## src/rtl/uart_byte_receiver.sv

```systemverilog
// rtl/uart_byte_receiver.sv - 8N1 serial byte receiver with mid-bit sampling.
// Bit timing restarts on every start bit; bytes are delivered with a one-cycle strobe.
module uart_byte_receiver #(
    parameter int BIT_PERIOD = 5208,
    parameter int CNT_W      = 13
) (
    input  logic       clk,
    input  logic       Reset,
    input  logic       rx,
    output logic [7:0] data_out,
    output logic       data_valid,
    output logic       frame_err,
    output logic       busy
);

    localparam logic [CNT_W-1:0] HALF_M1 = CNT_W'(BIT_PERIOD / 2 - 1);
    localparam logic [CNT_W-1:0] LAST    = CNT_W'(BIT_PERIOD - 1);

    typedef enum logic [2:0] {
        IDLE    = 3'd0,
        START   = 3'd1,
        DATA    = 3'd2,
        STOP    = 3'd3,
        WAIT_HI = 3'd4
    } state_t;

    state_t             state_q, state_d;
    logic [CNT_W-1:0]   cnt_q, cnt_d;
    logic [2:0]         bit_idx_q, bit_idx_d;
    logic [7:0]         shift_q, shift_d;
    logic [7:0]         data_out_q, data_out_d;
    logic               data_valid_q, data_valid_d;
    logic               frame_err_q, frame_err_d;
    logic               rx_meta_q, rx_meta_d;
    logic               rx_s_q, rx_s_d;

    always_comb begin
        state_d      = state_q;
        cnt_d        = cnt_q;
        bit_idx_d    = bit_idx_q;
        shift_d      = shift_q;
        data_out_d   = data_out_q;
        data_valid_d = 1'b0;
        frame_err_d  = 1'b0;
        rx_meta_d    = rx;
        rx_s_d       = rx_meta_q;

        case (state_q)
            IDLE: begin
                cnt_d = '0;
                if (!rx_s_q) begin
                    state_d = START;
                end
            end
            START: begin
                if (cnt_q == HALF_M1) begin
                    cnt_d     = '0;
                    bit_idx_d = 3'd0;
                    // A start bit that is high again at its midpoint was only a glitch.
                    state_d   = rx_s_q ? IDLE : DATA;
                end else begin
                    cnt_d = cnt_q + 1'b1;
                end
            end
            DATA: begin
                if (cnt_q == LAST) begin
                    cnt_d     = '0;
                    shift_d   = {rx_s_q, shift_q[7:1]};
                    bit_idx_d = bit_idx_q + 3'd1;
                    if (bit_idx_q == 3'd7) begin
                        state_d = STOP;
                    end
                end else begin
                    cnt_d = cnt_q + 1'b1;
                end
            end
            STOP: begin
                if (cnt_q == LAST) begin
                    cnt_d = '0;
                    if (rx_s_q) begin
                        data_out_d   = shift_q;
                        data_valid_d = 1'b1;
                        state_d      = IDLE;
                    end else begin
                        frame_err_d = 1'b1;
                        state_d     = WAIT_HI;
                    end
                end else begin
                    cnt_d = cnt_q + 1'b1;
                end
            end
            WAIT_HI: begin
                // Holding here keeps a long break from reporting more than one error.
                cnt_d = '0;
                if (rx_s_q) begin
                    state_d = IDLE;
                end
            end
            default: begin
                state_d = IDLE;
                cnt_d   = '0;
            end
        endcase
    end

    always_ff @(posedge clk) begin
        if (Reset) begin
            state_q      <= IDLE;
            cnt_q        <= '0;
            bit_idx_q    <= 3'd0;
            shift_q      <= 8'd0;
            data_out_q   <= 8'd0;
            data_valid_q <= 1'b0;
            frame_err_q  <= 1'b0;
            rx_meta_q    <= 1'b1;
            rx_s_q       <= 1'b1;
        end else begin
            state_q      <= state_d;
            cnt_q        <= cnt_d;
            bit_idx_q    <= bit_idx_d;
            shift_q      <= shift_d;
            data_out_q   <= data_out_d;
            data_valid_q <= data_valid_d;
            frame_err_q  <= frame_err_d;
            rx_meta_q    <= rx_meta_d;
            rx_s_q       <= rx_s_d;
        end
    end

    assign data_out   = data_out_q;
    assign data_valid = data_valid_q;
    assign frame_err  = frame_err_q;
    assign busy       = (state_q != IDLE);

endmodule

```

## config.mk

```make
export PLATFORM = sky130hd
export DESIGN_NAME = uart_byte_receiver
export DESIGN_NICKNAME = d
export VERILOG_FILES = /design/src/rtl/uart_byte_receiver.sv
export SDC_FILE = /design/constraint.sdc
export NUM_CORES = 1
export LEC_CHECK = 0
export BUFFER_PORTS_ARGS = -buffer_cell sky130_fd_sc_hd__buf_2
export CORE_AREA = 2 2 65 55
export DETAILED_ROUTE_END_ITERATION = 8
export DIE_AREA = 0 0 67 57
export MAX_ROUTING_LAYER = met4
export PLACE_DENSITY = 0.75
export SYNTH_ARGS = -nofsm -noshare
export SYNTH_HDL_FRONTEND = slang
export SYNTH_SLANG_ARGS = --single-unit
```

## constraint.sdc

```tcl
create_clock -name clk -period 2.08 [get_ports clk]
set_input_delay 0.104 -clock clk [delete_from_list [all_inputs] [get_ports clk]]
set_output_delay 0.104 -clock clk [all_outputs]
set_load 0.02 [all_outputs]
```

==> parameters.txt <==
Parameter                              Value

Clock network
  CTS resizes    0
  Number of H-tree levels    2
  Clock transition at path regs    0.07 ns
  Clock tree from TritonCTS    yes
  Setup Buffers After CTS    0
  Inserted Clock Buffers    5
  Clk root buf    sky130_fd_sc_hd__clkbuf_8
  Hold buffers post-CTS    1
  Sinks on the clock net    39
  Bufs on Longest Clock Path    2
  Source-to-sink clock delay at the later pin of the worst-skew pair    0.29 ns

Synth
  Share of the synthesized area in the top cell type    44.19%
  Dominant combinational cell family by area after synthesis    simple AND/OR/NAND/NOR gates
  Area share of and/or/nand/nor cells after synthesis    26.98%
  Post-synthesis share of cell area spent on full adders, half adders and majority gates    2.125%
  Register area share after synthesis    44.19%
  Post-synthesis xor/xnor area fraction    5.949%
  Post-synthesis cell type count    40
  Post-synthesis instance area    1767 µm²
  Cell types occupying the most area after synthesis    sky130_fd_sc_hd__dfxtp_1, sky130_fd_sc_hd__mux2i_1, sky130_fd_sc_hd__nor2_1
  Syn Nets    183
  Syn. warnings    0
  Number of standard cells after synthesis    177
  Leading area contributor after synthesis    sky130_fd_sc_hd__dfxtp_1
  Seq cells post-synth    39
  Mux share of post-synthesis cell area    11.40%
  Compound-cell area share of the yosys netlist    5.807%
  Mean instance size in the synthesized netlist    9.981 µm²

Final layout
  Area of all placed cells without fillers    1979 µm²
  Number of nets in the layout    198
  Utilization of the core after routing    61.22%
  Antenna cell count    0
  Relative area change from synthesis to final layout    12.04%
  Fraction of final layout cells with drive strength greater than 1    22.28%

Route
  DRT Pass-1 Iters    4
  Detailed-route wire length per cell    12.89 µm
  Initial drt markers    63
  Routed wire length    3.030 mm
  Met3 WL    102 µm
  Per-cell via count in the routed design    5.396
  Highest metal layer used by the detailed router    met4
  Met1 wire length    1.442 mm
  Met2 wirelength from detailed routing    1.406 mm
  Residual DRC    0
  Antenna violation net count after detailed routing    0
  Routed via count    1268

Power
  Max VDD drop    0.4602 mV
  Leakage power total    0.0008264 µW
  Pwr/cell area    711.5 nW/µm²

Timing
  Final sum of negative setup slack    0 ns
  Minimum clock period    1.774 ns
  Worst relative slew slack    70.13%
  Post-route setup slack    0.3062 ns
  Setup-failing EPs final    0
  Transition at the pin with the smallest max-transition slack    0.4480 ns
  Pins over their slew limit    0
  Period utilisation layout    85.28%
  RSZ-0062 raised after global routing    no
  Clock skew after layout    0.006796 ns
  Final number of hold-violating endpoints    0
  Highest clock rate    0.5638 GHz

Floorplan
  Horizontal extent of the die    67 µm
  Initial Utilization    54.64%
  Die boundary height    57 µm
  Ports placed on the boundary    14
  Std-Cell Rows    19
  Die ar.    3819 µm²
  Floorplan Core Area    3233 µm²

Critical path
  Critical Path Source Type    register
  Worst setup path category    reg -> reg
  Highest fanout seen on the critical path    6
  Arrival @ worst endpoint    1.94 ns
  Data required time at the worst endpoint    2.25 ns
  Crit path buffers/inverters    1
  Worst path max stage delay    0.36 ns
  Chain of cells forming the critical path    ha_1 > and4bb_2 > nand4_1 > buf_4 > mux2i_1 > nor2_1
  Crit path max-delay family    simple AND/OR/NAND/NOR gates
  Element type at the critical path end    register
  Cell with the biggest individual delay on the critical path    sky130_fd_sc_hd__dfxtp_1

Placed design
  Port Buffers    13
  DP Wirelength    2.257 mm
  Final weighted congestion in routability-driven placement    0.7711
  Post-placement worst setup slack    0.2958 ns
  Placed Area    1852 µm²

GRT
  Initial antenna violation count    0
  Via count of the first global-routing pass    1178
  Grt ovf    0
  Global-route wire length before repair    5.250 mm
  Tot GR Track Use    19.06%
  Pin count of the biggest net entering global routing    30

Status
  Run status    finished clean

Hold path
  Min-delay worst type    in -> reg

Job
  Count of max-cap constraint violations    0
==> path summary, 6_finish.rpt <==
kind                        start                        to  slack [ns]  cells past startpoint
max           cnt_q[0]$_SDFF_PP0_  data_out[3]$_SDFFE_PP0P_        0.31                      6
min                         Reset  data_out[1]$_SDFFE_PP0P_        0.23                      2
max reg2reg   cnt_q[0]$_SDFF_PP0_  data_out[3]$_SDFFE_PP0P_        0.31                      6
min reg2reg  rx_meta_q$_SDFF_PP1_         rx_s_q$_SDFF_PP1_        0.42                      1
==> sequential cells by signal, indices dropped and copies added, names as in the netlist <==
name        cells
rx_meta_q       1
frame_err       1
bit_idx_q       3
data_valid      1
data_out        8
shift_q         8
cnt_q          13
state_q         3
rx_s_q          1
==> final cells by class <==
class | count | area, µm²
Tap cell | 42 | 52.55
Sequential cell | 39 | 780.7
Clock buffer | 6 | 82.58
Inverter | 2 | 7.507
Clock inverter | 2 | 35.03
Timing Repair Buffer | 17 | 97.59
Multi-Input combinational cell | 127 | 923.4
Fill cell | 273 | 1254
==> worst register-to-register path: stages, from the launching register on <==
cell	delay (ns)
sky130_fd_sc_hd__dfxtp_1	0.36
sky130_fd_sc_hd__ha_1	0.25
sky130_fd_sc_hd__and4bb_2	0.32
sky130_fd_sc_hd__nand4_1	0.24
sky130_fd_sc_hd__buf_4	0.26
sky130_fd_sc_hd__mux2i_1	0.18
sky130_fd_sc_hd__nor2_1	0.06
==> logic make-up (layout without fill, tap and decap cells) <==
group | count (synthesis) | in the layout
multiplexers | 20 | 20
AO/OA/AOI/OAI | 11 | 11
AND/OR/NAND/NOR | 81 | 81
adder cells (fa/ha/maj) | 3 | 3
flip-flops | 39 | 39
XOR/XNOR | 12 | 12
buffers and inverters | 11 | 27
==> per-layer routing <==
layer | vias to the layer above | GRT usage [%]
met1 | 585 | 23.08
met5 | - | -
li1 | 649 | -
met4 | 0 | 11.37
met2 | 25 | 28.57
met3 | 9 | 4.734
==> power by group <==
| group | internal, µW | leakage, µW | switching [µW] |
|---|---|---|---|
| Sequential | 749 | 0.000315 | 2.81 |
| Combinational | 9.40 | 0.000451 | 13.4 |
| Clock | 388 | 0.0000612 | 246 |
==> cell usage after synthesis <==
| master | instances |
|---|---|
| sky130_fd_sc_hd__dfxtp_1 | 39 |
| sky130_fd_sc_hd__nor2_1 | 25 |
| sky130_fd_sc_hd__mux2i_1 | 19 |
| sky130_fd_sc_hd__nor2_2 | 8 |
| sky130_fd_sc_hd__nand2_1 | 6 |
| sky130_fd_sc_hd__nand2b_1 | 6 |
| sky130_fd_sc_hd__nand3_1 | 6 |
| sky130_fd_sc_hd__xnor2_1 | 6 |
| sky130_fd_sc_hd__xor2_1 | 6 |
| sky130_fd_sc_hd__nand4_1 | 5 |
| sky130_fd_sc_hd__a21oi_1 | 4 |
| sky130_fd_sc_hd__clkbuf_1 | 4 |
| sky130_fd_sc_hd__and4bb_2 | 3 |
| sky130_fd_sc_hd__ha_1 | 3 |
| sky130_fd_sc_hd__or3_1 | 3 |
| sky130_fd_sc_hd__a31oi_4 | 2 |
| sky130_fd_sc_hd__and3_1 | 2 |
| sky130_fd_sc_hd__buf_2 | 2 |
| sky130_fd_sc_hd__buf_6 | 2 |
| sky130_fd_sc_hd__inv_1 | 2 |
| sky130_fd_sc_hd__nor3_1 | 2 |
| sky130_fd_sc_hd__nor4_1 | 2 |
| sky130_fd_sc_hd__o21ai_1 | 2 |
| sky130_fd_sc_hd__or2_2 | 2 |
| sky130_fd_sc_hd__a2111oi_0 | 1 |
| sky130_fd_sc_hd__and4_1 | 1 |
| sky130_fd_sc_hd__and4b_1 | 1 |
| sky130_fd_sc_hd__and4bb_1 | 1 |
| sky130_fd_sc_hd__and4bb_4 | 1 |
| sky130_fd_sc_hd__buf_4 | 1 |
| sky130_fd_sc_hd__mux2_2 | 1 |
| sky130_fd_sc_hd__nor2b_1 | 1 |
| sky130_fd_sc_hd__nor3b_1 | 1 |
| sky130_fd_sc_hd__nor4b_1 | 1 |
| sky130_fd_sc_hd__nor4b_2 | 1 |
| sky130_fd_sc_hd__o221ai_2 | 1 |
| sky130_fd_sc_hd__o22ai_1 | 1 |
| sky130_fd_sc_hd__or2_1 | 1 |
| sky130_fd_sc_hd__or3b_1 | 1 |
| sky130_fd_sc_hd__or4_1 | 1 |
==> cells in the final DEF, fill, tap and decap left out, types with 3 or more instances in the layout <==
| master | netlist | routed |
|---|---|---|
| sky130_fd_sc_hd__a21oi_1 | 4 | 4 |
| sky130_fd_sc_hd__and4bb_2 | 3 | 3 |
| sky130_fd_sc_hd__buf_2 | 2 | 13 |
| sky130_fd_sc_hd__buf_4 | 1 | 3 |
| sky130_fd_sc_hd__clkbuf_8 | 0 | 6 |
| sky130_fd_sc_hd__dfxtp_1 | 39 | 39 |
| sky130_fd_sc_hd__ha_1 | 3 | 3 |
| sky130_fd_sc_hd__mux2i_1 | 19 | 19 |
| sky130_fd_sc_hd__nand2_1 | 6 | 6 |
| sky130_fd_sc_hd__nand2b_1 | 6 | 6 |
| sky130_fd_sc_hd__nand3_1 | 6 | 6 |
| sky130_fd_sc_hd__nand4_1 | 5 | 5 |
| sky130_fd_sc_hd__nor2_1 | 25 | 25 |
| sky130_fd_sc_hd__nor2_2 | 8 | 8 |
| sky130_fd_sc_hd__or3_1 | 3 | 3 |
| sky130_fd_sc_hd__xnor2_1 | 6 | 6 |
| sky130_fd_sc_hd__xor2_1 | 6 | 6 |
==> per-stage QoR <==
step | hold slack (ns) | cells | total power (µW)
finish | 0.2340 | 235 | 1408
global route | 0.2587 | 235 | 1456
CTS | 0.2311 | 235 | 1423
detailed placement | 0.2965 | 226 | 790.2
global placement | 0.2900 | 226 | 789.3
floorplan | 0.2078 | 177 | 785.3
Note: power is estimated with default switching activity, not from simulation.
